**src/rtl/mem_arbiter_rr.sv**
```systemverilog
// Round-robin arbiter giving NCORES requesters serialized access to one single-port RAM.
// Latency: write ack 2 cycles / read ack 2+RD_LAT cycles after grant; losers hold req (no loss), one idle cycle between transactions.
module mem_arbiter_rr #(
    parameter int NCORES = 3,
    parameter int AW     = 8,
    parameter int DW     = 8,
    parameter int RD_LAT = 1
) (
    input  logic                 clk,
    input  logic                 rst,
    input  logic [NCORES-1:0]    req,
    input  logic [NCORES-1:0]    we,
    input  logic [NCORES*AW-1:0] addr,
    input  logic [NCORES*DW-1:0] wdata,
    output logic [NCORES-1:0]    gnt,
    output logic [NCORES-1:0]    ack,
    output logic [DW-1:0]        rdata,
    output logic                 busy,
    output logic [AW-1:0]        ram_addr,
    output logic [DW-1:0]        ram_din,
    output logic                 ram_wren,
    input  logic [DW-1:0]        ram_q
);

    localparam int IW = (NCORES > 1) ? $clog2(NCORES) : 1;
    localparam int CW = 3;

    typedef enum logic [1:0] {
        S_IDLE   = 2'd0,
        S_ACCESS = 2'd1,
        S_WAIT   = 2'd2,
        S_ACK    = 2'd3
    } state_t;

    state_t            r_state;
    state_t            w_state_nxt;
    logic [IW-1:0]     r_last;
    logic [IW-1:0]     w_sel;
    logic [NCORES-1:0] w_sel_oh;
    logic              w_any;
    logic              w_wait_done;
    logic [NCORES-1:0] r_gnt;
    logic              r_we;
    logic              r_wren;
    logic [AW-1:0]     r_addr;
    logic [DW-1:0]     r_din;
    logic [DW-1:0]     r_rdata;
    logic [CW-1:0]     r_wcnt;

    // Search starts one past the last winner so every requester is reached within NCORES-1 grants.
    always_comb begin
        w_sel = r_last;
        w_any = 1'b0;
        for (int k = 1; k <= NCORES; k++) begin
            if (!w_any && req[(int'(r_last) + k) % NCORES]) begin
                w_sel = IW'((int'(r_last) + k) % NCORES);
                w_any = 1'b1;
            end
        end
    end

    always_comb begin
        w_sel_oh        = '0;
        w_sel_oh[w_sel] = 1'b1;
    end

    assign w_wait_done = (r_wcnt == '0);

    always_ff @(posedge clk or posedge rst) begin
        if (rst) begin
            r_state <= S_IDLE;
        end else begin
            r_state <= w_state_nxt;
        end
    end

    always_comb begin
        w_state_nxt = r_state;
        case (r_state)
            S_IDLE:   if (w_any) w_state_nxt = S_ACCESS;
            S_ACCESS: w_state_nxt = r_we ? S_ACK : S_WAIT;
            S_WAIT:   if (w_wait_done) w_state_nxt = S_ACK;
            S_ACK:    w_state_nxt = S_IDLE;
            default:  w_state_nxt = S_IDLE;
        endcase
    end

    // Everything the transaction needs is captured on the grant edge; later input changes are ignored.
    always_ff @(posedge clk or posedge rst) begin
        if (rst) begin
            r_gnt   <= '0;
            r_we    <= 1'b0;
            r_wren  <= 1'b0;
            r_addr  <= '0;
            r_din   <= '0;
            r_rdata <= '0;
            r_wcnt  <= '0;
            r_last  <= IW'(NCORES - 1);
        end else begin
            r_wren <= 1'b0;
            case (r_state)
                S_IDLE: begin
                    if (w_any) begin
                        r_gnt  <= w_sel_oh;
                        r_addr <= addr[int'(w_sel)*AW +: AW];
                        r_din  <= wdata[int'(w_sel)*DW +: DW];
                        r_we   <= we[w_sel];
                        r_wren <= we[w_sel];
                        r_last <= w_sel;
                    end
                end
                S_ACCESS: begin
                    r_wcnt <= CW'(RD_LAT - 1);
                end
                S_WAIT: begin
                    if (w_wait_done) begin
                        r_rdata <= ram_q;
                    end else begin
                        r_wcnt <= r_wcnt - CW'(1);
                    end
                end
                S_ACK: begin
                    r_gnt <= '0;
                end
                default: begin
                    r_gnt <= '0;
                end
            endcase
        end
    end

    assign gnt      = r_gnt;
    assign ack      = (r_state == S_ACK) ? r_gnt : '0;
    assign busy     = (r_state != S_IDLE);
    assign rdata    = r_rdata;
    assign ram_addr = r_addr;
    assign ram_din  = r_din;
    assign ram_wren = r_wren;

endmodule

```
**config.mk**
```make
export PLATFORM = sky130hd
export DESIGN_NAME = mem_arbiter_rr
export DESIGN_NICKNAME = d
export VERILOG_FILES = /design/src/rtl/mem_arbiter_rr.sv
export SDC_FILE = /design/constraint.sdc
export NUM_CORES = 1
export LEC_CHECK = 0
export ABC_AREA = 1
export CORE_ASPECT_RATIO = 0.9
export CORE_MARGIN = 4
export CORE_UTILIZATION = 45
export CTS_BUF_LIST = sky130_fd_sc_hd__clkbuf_4 sky130_fd_sc_hd__clkbuf_8
export DETAILED_ROUTE_END_ITERATION = 8
export DONT_BUFFER_PORTS = 1
export PLACE_DENSITY = 0.65
export SYNTH_ARGS = -nofsm -noshare
export SYNTH_HDL_FRONTEND = slang
export SYNTH_SLANG_ARGS = --single-unit
```
**constraint.sdc**
```tcl
create_clock -name clk -period 3.5 [get_ports clk]
set_clock_uncertainty 0.2 [all_clocks]
set_input_delay 0.525 -clock clk [delete_from_list [all_inputs] [get_ports clk]]
set_output_delay 0.525 -clock clk [all_outputs]
set_load 0.03 [all_outputs]
```
-- Word-level counts from Yosys, hierarchy flattened
Index checks and enable logic that the tools add are counted.
- memory bits (read-only): 0
- register bits: 36
- latch bits: 0
- memories: 0
- RAM bits: 0
- $mul: 0
- add/sub/neg operators: 4
- equal/unequal tests: 6
- bitwise operators: 0
- muxes and demuxes: 30
- order comparisons: 5
- shift-type cells: 2
- reduce and logical (&&, ||, !) cells: 15
- divide/modulo/power cells: 3
- operators by type and width (kind ; count):
    < comparator 32 x 4 -> 1 bit, second input constant ; 3
    modulo 32 x 3 -> 32 bit, second input constant ; 3
    variable part select 24 x 6 -> 8 bit ; 2
    two-way mux 1 bit ; 14
    one-hot mux 3 bit (2 select lines) ; 2
    two-way mux 2 bit ; 5
    AND reduction 2 bit ; 5
    two-way mux 3 bit ; 3
    binary-select mux 1 bit (select 2 bit) ; 4
    one-hot mux 2 bit (4 select lines) ; 1
    adder 2 x 2 -> 3 bit, second input constant ; 2
    != test 2 bit, second input constant ; 3
    nonzero test 2 bit ; 3
    equality test 2 bit, second input constant ; 2
    adder 2 x 1 -> 3 bit, second input constant ; 1
    logical AND 1 bit ; 3
    zero test 3 bit ; 1
    < comparator 2 x 3 -> 1 bit, second input constant ; 1
    subtractor 3 x 1 -> 3 bit, second input constant ; 1
    demux 1 bit (select 2 bit) ; 1
    equality test 2 x 1 -> 1 bit, second input constant ; 1
    >= comparator 2 x 1 -> 1 bit, second input constant ; 1
    zero test 1 bit ; 2
    zero test 2 bit ; 1

-- Depth between registers and ports, before layout
- depth after elaboration: 18
- mapped depth: 17
- gate-level depth less buffers: 16

-- Worst setup path before layout
No wires, ideal clock.
- path kind: register to register
- from: register r_last[0]
- to: register r_addr[3] (netlist: ram_addr[3])
- path buffers: 1
- stages on the path, launching flop included: 14
- period minus slack after synthesis: 2.309 ns
- data arrival time: 1.992 ns
- library setup time: 0.117 ns
- slack: 1.191 ns
- required time: 3.183 ns
- path through: dfrtp_1 inv_1 ha_1 o21ai_1 nand2_2 nand3_4 inv_2 nand2_1 buf_2 nand3_1 nand3_1 nand2_1 nand2_1 nand2_1
- cells in the longest elaborated chain, start to end: 13
- RTL lines (what ; line ; RTL):
    start, declared ; 37 ; logic [IW-1:0] r_last;
    start signal, assigned ; 98 ; r_last <= IW'(NCORES - 1);
    start signal, assigned ; 109 ; r_last <= w_sel;
    adder 2 x 1 -> 3 bit ; 55, 56 ;
    modulo 32 x 3 -> 32 bit ; 55, 56 ;
    binary-select mux 1 bit (select 2 bit) ; 55 ; if (!w_any && req[(int'(r_last) + k) % NCORES]) begin
    two-way mux 1 bit (implied by the code) (2 in a row) ; 55 ;
    two-way mux 1 bit ; 55 ;
    zero test 1 bit ; 55 ;
    logical AND 1 bit ; 55 ;
    two-way mux 1 bit ; 55 ;
    zero test 1 bit ; 55 ;
    logical AND 1 bit ; 55 ;
    two-way mux 2 bit or two-way mux 1 bit (tied branches) ; 55 ;
    variable part select 24 x 6 -> 8 bit or AND reduction 2 bit (tied branches) ; n/a ;
    end signal, assigned ; 105 ; r_addr <= addr[int'(w_sel)*AW +: AW];
    end, declared ; 45 ; logic [AW-1:0] r_addr;
Parallel ways exist; a longest one is shown, timed or not. The select of a mux whose other input is x is not followed.
A chain may end at the register's enable or synchronous reset.

-- Worst setup path after layout
- from: register r_last[0]
- to: register r_din[0] (netlist: ram_din[0])
- cells in the longest elaborated chain, start to end: 13
- RTL lines (what ; line ; RTL):
    adder 2 x 1 -> 3 bit ; 55, 56 ;
    modulo 32 x 3 -> 32 bit ; 55, 56 ;
    binary-select mux 1 bit (select 2 bit) ; 55 ;
    two-way mux 1 bit (implied by the code) (2 in a row) ; 55 ;
    two-way mux 1 bit ; 55 ;
    zero test 1 bit ; 55 ;
    logical AND 1 bit ; 55 ;
    two-way mux 1 bit ; 55 ;
    zero test 1 bit ; 55 ;
    logical AND 1 bit ; 55 ;
    two-way mux 2 bit or two-way mux 1 bit (tied branches) ; 55 ;
    variable part select 24 x 6 -> 8 bit or AND reduction 2 bit (tied branches) ; n/a ;
    end signal, assigned ; 106 ; r_din <= wdata[int'(w_sel)*DW +: DW];
    end, declared ; 46 ; logic [DW-1:0] r_din;
Parallel ways exist; a longest one is shown, timed or not. The select of a mux whose other input is x is not followed.

==> results.md <==
* Die Y at 77.6 um
* Post-Syn Area at around 0.0024 mm2
* Tcrit/Tclk final at 79.8%
* I/O Buffers at 0
* Mapped Nets at between 400 and 500
* Crit Path Category: register to register
* Critical path buffers and inverters at 3
* Critical path required time at around 3.5 ns
* Avg Cell Area, Syn at 7.02 um2
* Post-DRT Antenna Nets at 0
* FMAX at 358 MHz
* Placeable Area at 0.00522 mm2
* Max Cap Viol at 0
* HP Class: input pin to asynchronous set/reset pin
* Final Max Slew Viols at 0
* Clock Path Buffers at 2
* Post_cts resized at 0
* Share of layout cells above drive strength 1 at 10.5%
* Max-slew headroom at roughly two thirds
* Syn. warnings at 0
* Initial antenna violation count at 0
* Critical R2R Launch: r_last[0]
* Final Wtd Congestion at 0.912
* Max incr delay on CP at ~0.42 ns
* Rows at 25
* CTS Root Cell: clkbuf_8
* Final min period at 2.79 ns
* WL per Instance at 14.5 um
* TritonCTS clock tree: yes
* GR Overflow Total at 0
* First-pass GRT wire length at 9540 um
* Die ar. at 0.00662 mm2
* Drt first pass iters at 5
* Layout net count at 418
* GRT Overall Usage at 18.0%
* Pin count of the biggest net entering global routing at 37
* Clock slew at reported path FFs at around 0.07 ns
* Sequential area share after synthesis at around 37%
* CTS buffer count at 5
* Vias in the first global route at 2062
* CTS H-Tree Depth at 2
* Crit end category: register
* Synth Instances at 345
* Crit path cell chain: inv_1 > ha_1 > inv_2 > nand2_2 > nand3_2 > nand2_2 > nand3_1 > nand2_1 > nor2_1 > nor2_1 > buf_4 > nand3_1 > nand2_1 > nand2_1 > nand2_1
* Total number of vias at ~2100
* R2R cell count at 15
* Final hold viol count at 0
* CP max FO at 13
* Crit-path leading delay family: simple AND/OR/NAND/NOR gates
* R2r endpoint: ram_din[0]
* Post-DP HPWL at between 4000 and 5000 um
* # IOs at 96
* Most used cell, CP: nand2_1
* Worst skew pair latency at 0.28 ns
* Distinct cell type count after synthesis at 24
* Setup tns final at 0 ns
* Worst EP arrival at 2.81 ns
* # diodes at 0
* Slowest-stage cell, CP: dfrtp_1
* Via/cell ratio at 5.21
* Endpoints failing setup at 0
* Yosys reg bits at 36
* Status: finished clean
* Drt total wl at just under 6000 um
* Postcts setup bufs at 0
* DRT iter0 DRCs at 123
* CP Launch Type: register
* Initial Utilization at a little under half
* Worst Max-Slew Pin Slew at about 0.49 ns
* FF-to-FF setup slack at 0.71 ns
* DR DRC count at 0
* Layout area overhead at 5.63%
* Clock Sinks at 36
* DIE WIDTH at 85.3 um
* RSZ-0062 raised after global routing: no
* Post-CTS Hold Buffers at 0
==> cell usage after synthesis <==
library cell,n,area share (%)
nand2_1,96,15
nand3_2,2,0.83
nand4_1,2,0.52
dfrtp_1,35,36
inv_1,57,8.8
nand3_1,81,17
a21oi_1,5,1.0
a22oi_1,1,0.31
nor2_1,6,0.93
buf_6,2,0.93
buf_4,1,0.31
o21a_1,1,0.31
nand3_4,1,0.72
inv_2,8,1.2
dfstp_2,1,1.1
o21ai_1,3,0.62
nand2_2,5,1.3
o211ai_1,1,0.31
o22ai_1,3,0.78
clkbuf_1,1,0.15
buf_2,8,1.7
ha_1,10,5.2
o21ai_0,7,1.4
mux2_2,8,3.7
==> registers in the layout, summed over array words and instances (netlist names), 2 cells and up <==
name / count
gnt: 3
r_last: 2
r_state: 2
r_wcnt: 3
ram_addr: 8
ram_din: 8
rdata: 8
==> kinds of logic (layout without fill, tap and decap cells) <==
| family | count (synthesis) | after routing | synth area share [%] |
|---|---|---|---|
| AOI/OAI and AO/OA | 21 | 21 | 4.81 |
| adders and majority gates | 10 | 10 | 5.17 |
| buffers and inverters | 77 | 76 | 13.1 |
| DFF | 36 | 36 | 37.3 |
| muxes | 8 | 8 | 3.72 |
| and+or+nand+nor | 193 | 193 | 35.9 |
==> cell usage in the layout (no fill, tap or decap), drive strengths merged <==
master	instances
inv	65
dfrtp	35
a22oi	1
clkbuf	7
o211ai	1
nand4	2
dfstp	1
mux2	8
o21ai	10
nor2	6
nand2	101
nand3	84
o22ai	3
a21oi	5
ha	10
buf	4
o21a	1
==> layer usage <==
| layer | up-vias | routed length (um) | GRT usage [%] |
|---|---|---|---|
| li1 | 1088 | - | - |
| met1 | 981 | 2650 | 23.7 |
| met2 | 67 | 2830 | 28.6 |
| met3 | 7 | 398 | 4.99 |
| met4 | 0 | 70 | 5.85 |
| met5 | - | 0 | 0 |
==> worst max-delay path by stage <==
stage / startpoint / end / slack (ns) / cells after the start
5_1_grt: r_last[0] / gnt[0] / 0.40 / 11
4_1_cts: r_last[0] / r_we / 0.69 / 14
2_1_floorplan: r_last[0] / ram_addr[3] / 1.19 / 13
3_3_place_gp: r_last[0] / r_we / 0.69 / 12
6_report: r_last[0] / ram_din[0] / 0.71 / 15
3_5_place_dp: r_last[0] / r_we / 0.69 / 14
==> metrics by stage <==
step / cell area, um2 / hold slack [ns] / utilization [%] / instances / worst slack [ns]
final: 2560 / 0.0377 / 49.0 / 411 / 0.707
after detailed placement: 2460 / 0.290 / 47.1 / 404 / 0.693
after CTS: 2560 / 0.0446 / 49.0 / 411 / 0.687
after global placement: 2460 / 0.275 / 47.1 / 404 / 0.690
after floorplan: 2420 / 0.253 / - / 345 / 1.19
after global routing: 2560 / 0.0871 / 49.0 / 411 / 0.403
==> area by class of cell <==
| cell class | instances | area (um2) |
|---|---|---|
| clock buffers | 7 | 96.3 |
| fillers | 510 | 2670 |
| inverters | 65 | 244 |
| multi-input cells | 232 | 1200 |
| flip-flops and latches | 36 | 902 |
| well taps | 67 | 83.8 |
| repair buffers | 4 | 30.0 |
Power is left out: the tool's default activity adds up to more than one toggle a clock period on the data nets, which glitch-free logic cannot reach.
